## src/rtl/coin_acceptor.sv

```systemverilog
// Coin-slot front end: synchronizes and debounces two raw sensor lines, then turns
// rising edges into single-cycle credit/reject pulses with holdoff and jam handling.
module coin_acceptor #(
  parameter int DEBOUNCE_CYCLES = 4,
  parameter int HOLDOFF_CYCLES  = 2,
  parameter int JAM_CYCLES      = 64
) (
  input  logic clk,
  input  logic rst,
  input  logic coin_half_raw,
  input  logic coin_one_raw,
  input  logic enable,
  output logic half,
  output logic one,
  output logic reject,
  output logic jam
);

  typedef enum logic [1:0] {IDLE, HOLDOFF, JAM} state_t;

  logic [1:0] raw;
  logic [1:0] filt_lvl;
  logic [1:0] rise;
  logic [1:0] jam_hit;

  assign raw = {coin_one_raw, coin_half_raw};

  // Channel 0 is the 0.5-unit slot, channel 1 the 1-unit slot.
  generate
    for (genvar gi = 0; gi < 2; gi++) begin : gen_ch
      logic        sync1_reg;
      logic        sync2_reg;
      logic        filt_reg;
      logic        prev_reg;
      logic        rise_reg;
      logic [7:0]  deb_cnt_reg;
      logic [15:0] jam_cnt_reg;

      always_ff @(posedge clk) begin
        if (rst) begin
          sync1_reg   <= 1'b0;
          sync2_reg   <= 1'b0;
          filt_reg    <= 1'b0;
          prev_reg    <= 1'b0;
          rise_reg    <= 1'b0;
          deb_cnt_reg <= '0;
          jam_cnt_reg <= '0;
        end else begin
          sync1_reg <= raw[gi];
          sync2_reg <= sync1_reg;
          if (sync2_reg != filt_reg) begin
            if (deb_cnt_reg == 8'(DEBOUNCE_CYCLES - 1)) begin
              filt_reg    <= ~filt_reg;
              deb_cnt_reg <= '0;
            end else begin
              deb_cnt_reg <= deb_cnt_reg + 8'd1;
            end
          end else begin
            deb_cnt_reg <= '0;
          end
          prev_reg <= filt_reg;
          rise_reg <= filt_reg & ~prev_reg;
          if (!filt_reg) begin
            jam_cnt_reg <= '0;
          end else if (jam_cnt_reg != 16'hFFFF) begin
            jam_cnt_reg <= jam_cnt_reg + 16'd1;
          end
        end
      end

      assign filt_lvl[gi] = filt_reg;
      assign rise[gi]     = rise_reg;
      assign jam_hit[gi]  = (jam_cnt_reg >= 16'(JAM_CYCLES));
    end
  endgenerate

  state_t     state_reg, state_next;
  logic [7:0] hold_cnt_reg, hold_cnt_next;
  logic       half_reg, half_next;
  logic       one_reg, one_next;
  logic       reject_reg, reject_next;

  always_ff @(posedge clk) begin
    if (rst) begin
      state_reg    <= IDLE;
      hold_cnt_reg <= '0;
      half_reg     <= 1'b0;
      one_reg      <= 1'b0;
      reject_reg   <= 1'b0;
    end else begin
      state_reg    <= state_next;
      hold_cnt_reg <= hold_cnt_next;
      half_reg     <= half_next;
      one_reg      <= one_next;
      reject_reg   <= reject_next;
    end
  end

  always_comb begin
    state_next    = state_reg;
    hold_cnt_next = hold_cnt_reg;
    half_next     = 1'b0;
    one_next      = 1'b0;
    reject_next   = 1'b0;
    case (state_reg)
      IDLE: begin
        if (|jam_hit) begin
          state_next = JAM;
        end else if (|rise) begin
          state_next    = HOLDOFF;
          hold_cnt_next = '0;
          if (rise == 2'b11 || !enable) begin
            reject_next = 1'b1;
          end else if (rise[0]) begin
            half_next = 1'b1;
          end else begin
            one_next = 1'b1;
          end
        end
      end
      HOLDOFF: begin
        if (|jam_hit) begin
          state_next = JAM;
        end else begin
          // Late coins are returned, but they do not extend the holdoff window.
          reject_next = |rise;
          if (hold_cnt_reg == 8'(HOLDOFF_CYCLES - 1)) begin
            state_next = IDLE;
          end else begin
            hold_cnt_next = hold_cnt_reg + 8'd1;
          end
        end
      end
      JAM: begin
        if (filt_lvl == 2'b00) begin
          state_next = IDLE;
        end
      end
      default: state_next = IDLE;
    endcase
  end

  assign half   = half_reg;
  assign one    = one_reg;
  assign reject = reject_reg;
  assign jam    = (state_reg == JAM);

endmodule

```

## config.mk

```make
export PLATFORM = sky130hd
export DESIGN_NAME = coin_acceptor
export DESIGN_NICKNAME = d
export VERILOG_FILES = /design/src/rtl/coin_acceptor.sv
export SDC_FILE = /design/constraint.sdc
export NUM_CORES = 1
export LEC_CHECK = 0
export ABC_CLOCK_PERIOD_IN_PS = 3100
export CORE_ASPECT_RATIO = 1.4
export CORE_MARGIN = 2
export CORE_UTILIZATION = 25
export DETAILED_ROUTE_END_ITERATION = 8
export MAX_ROUTING_LAYER = met4
export PLACE_DENSITY = 0.46
export SLEW_MARGIN = 25
export SYNTH_ARGS = -nofsm -noshare
export SYNTH_HDL_FRONTEND = slang
export SYNTH_SLANG_ARGS = --single-unit
```

## constraint.sdc

```tcl
create_clock -name clk -period 3.1 [get_ports clk]
set_input_delay 0.62 -clock clk [delete_from_list [all_inputs] [get_ports clk]]
set_output_delay 0.62 -clock clk [all_outputs]
set_load 0.03 [all_outputs]
```

==> impl_metrics.ini <==
[route]
wl_mm = 7.741
drc_errors = 0
avgViaCountPerCell = 4.986
drt_iter0_markers = 182
ant_nets = 0
wl_per_cell_um = 13.14
drtPass1Iterations = 5
num_vias = 2937

[yosys]
synth_nets = 406
synthTopCellsByArea = dfxtp_1 (42%), nand2_1 (3.7%), nor2_1 (3.4%)
ys_seq_elements = 71
synth_edf_count = 0
ys_seq_area_share_pct = 41.57
yosys_warnings = 0
synth_top_area_cell = dfxtp_1
synthCells = 393
ys_async_sr_fraction_pct = 0
synth_ff_type = dfxtp_1
avgSynthCellArea_um2 = 8.701
yosysTopAreaCellShare_pct = 41.57
synth.cell_area_mm2 = 0.003420
synth_cell_type_count = 55

[setup_path]
start_kind = flop
r2r_cells = 4
crit_type = reg -> out
cp.required_ps = 2480
cp-end-kind = output port
arrival_ps = 1710
cp_max_fo = 5

[sta]
finalCriticalPeriod_ps = 2335
hold_viol = 0
postLayoutSetupSlackWorst_ps = 765.5
hold_slack_ps = 384.1
min_period_over_period_pct = 75.31
drv_slew = 0
fin_setup_tns_ps = 0
finClkSkew_ps = 3.609
slew-limit-headroom_pct = 53.03
rsz0062_at_grt = no
setup_viol = 0
clock.fmax_mhz = 428.4
worst_pin_slew_ps = 703.1

[worst_hold_path]
hold_class = reg -> reg
whs_path_depth = 1

[layout]
final_common_cell = dfxtp_1
n_antenna_cell = 0
final_util_pct = 29.68
syn2layout_area_growth_pct = 16.21
final_nets = 415
drive_above_1_share_pct = 7.125
mostFrequentLayoutCells = dfxtp_1 (71), nand2_1 (34), nor2_1 (31)
largest_register_ffs = 32

[power_and_ir_drop]
internal_power_uw = 1503
p_per_area_mw_per_mm2 = 477.2
clockPowerShare_pct = 50.6
ir_drop_v = 0.0002135
p_seq_share_pct = 48.4
cellLeakagePower_uw = 0.001314
switchingPower_uw = 392.9
comb_power_share_pct = 0.9
switching_share_pct = 20.72
power_uw = 1896

[die]
rows = 50
io_pins = 9
die_x_um = 102.8
dieArea_mm2 = 0.01464
initial_core_util_pct = 25.54
die_h_um = 142.4
core_mm2 = 0.01339

[cts]
clk_latency_ps = 340
clk_pin_slew_ps = 60
htree_levels = 3
cts_setup_buffers = 0
clock-sinks = 71
cts_root_buf = clkbuf_16
cts_made_buffers = 9
cts_tree = yes
cts-resized-gates = 0
holdBufCountCts = 0
clockBufferDepth = 2

[global_route]
grt_pass1_vias = 2822
grt_usage_pct = 11.90
grt_pass1_wl_mm = 13.39
overflow = 0
grt_max_degree = 21
grt_antenna_before_repair = 0

[placed_design]
gp_congestion = 0.7704
pre_cts_ws_ps = 730.8
portBuffers = 8
dpl.hpwl_mm = 5.527

[job]
maxCapViolCount = 0

[outcome]
status = completed
## Yosys cell counts (3+ instances only)
cell type,count
o31ai_1,7
nand2b_1,10
o21ai_0,10
a311oi_1,3
a31oi_1,6
dfxtp_1,71
a211oi_1,6
nand4_1,10
buf_2,3
inv_1,12
clkbuf_1,10
or3_1,7
nor3_1,11
nand3_1,21
nor4_2,4
ha_1,8
nor2_1,31
a21oi_1,23
or2_1,3
xnor2_1,5
nor2b_1,7
mux2i_1,10
or4_1,6
o2111ai_1,4
nor4_1,12
o211ai_1,3
and3_1,11
nand2_1,34
and4_1,3
xor2_1,10
## cell type report
| type | count | area (um2) |
|---|---|---|
| fill | 1438 | 9414 |
| sequential | 71 | 1421 |
| inverter | 13 | 48.80 |
| multi-input combinational | 296 | 1897 |
| timing repair buffer | 11 | 102.6 |
| tap | 182 | 227.7 |
| clock buffer | 12 | 256.5 |
| clock inverter | 4 | 20.02 |
## through the flow
stage                     cell area (um2)  instances
after global routing                 3974        589
after floorplan                      3420        393
after detailed placement             3697        573
final                                3974        589
after global placement               3697        573
after CTS                            3974        589
## worst max-delay path, stage by stage, from the launching register on
cell and delay (ps):
dfxtp_1 410, nor2b_1 250, clkdlybuf4s50_1 720
## power groups by stage
stage / registers, uW / logic, uW / clock network [uW]
2_1_floorplan: 937 / 9.07 / 0
3_3_place_gp: 938 / 18.4 / 0
3_5_place_dp: 938 / 18.1 / 0
4_1_cts: 918 / 18.3 / 986
5_1_grt: 918 / 19.7 / 1030
6_report: 918 / 17.7 / 960
## kinds of logic after synthesis
logic type	after synthesis	synth area share, %
xor+xnor	15	3.842
simple gates	181	29.24
mux	10	2.927
fa+ha+maj	8	2.927
flops	71	41.57
compound gates	82	16.54
buf+inv	26	2.964
## layer usage
| metal | vias to the layer above | track usage, % | share of wire [%] |
|---|---|---|---|
| li1 | 1490 | - | - |
| met1 | 1414 | 12.98 | 45 |
| met2 | 24 | 20.36 | 51 |
| met3 | 9 | 3.389 | 2.7 |
| met4 | 0 | 4.363 | 1.7 |
| met5 | - | - | 0 |
## path summary, 6_finish.rpt
path	start	to	slack, ps
hold reg to reg	gen_ch[0].prev_reg$_SDFF_PP0_	gen_ch[0].rise_reg$_SDFF_PP0_	380
setup / recovery	state_reg[1]$_SDFFE_PP0P_	jam	770
setup reg to reg	gen_ch[1].jam_cnt_reg[10]$_SDFFE_PP0P_	hold_cnt_reg[6]$_SDFFE_PP0P_	910
hold / removal	gen_ch[0].prev_reg$_SDFF_PP0_	gen_ch[0].rise_reg$_SDFF_PP0_	380
(Power assumes the default switching activity.)
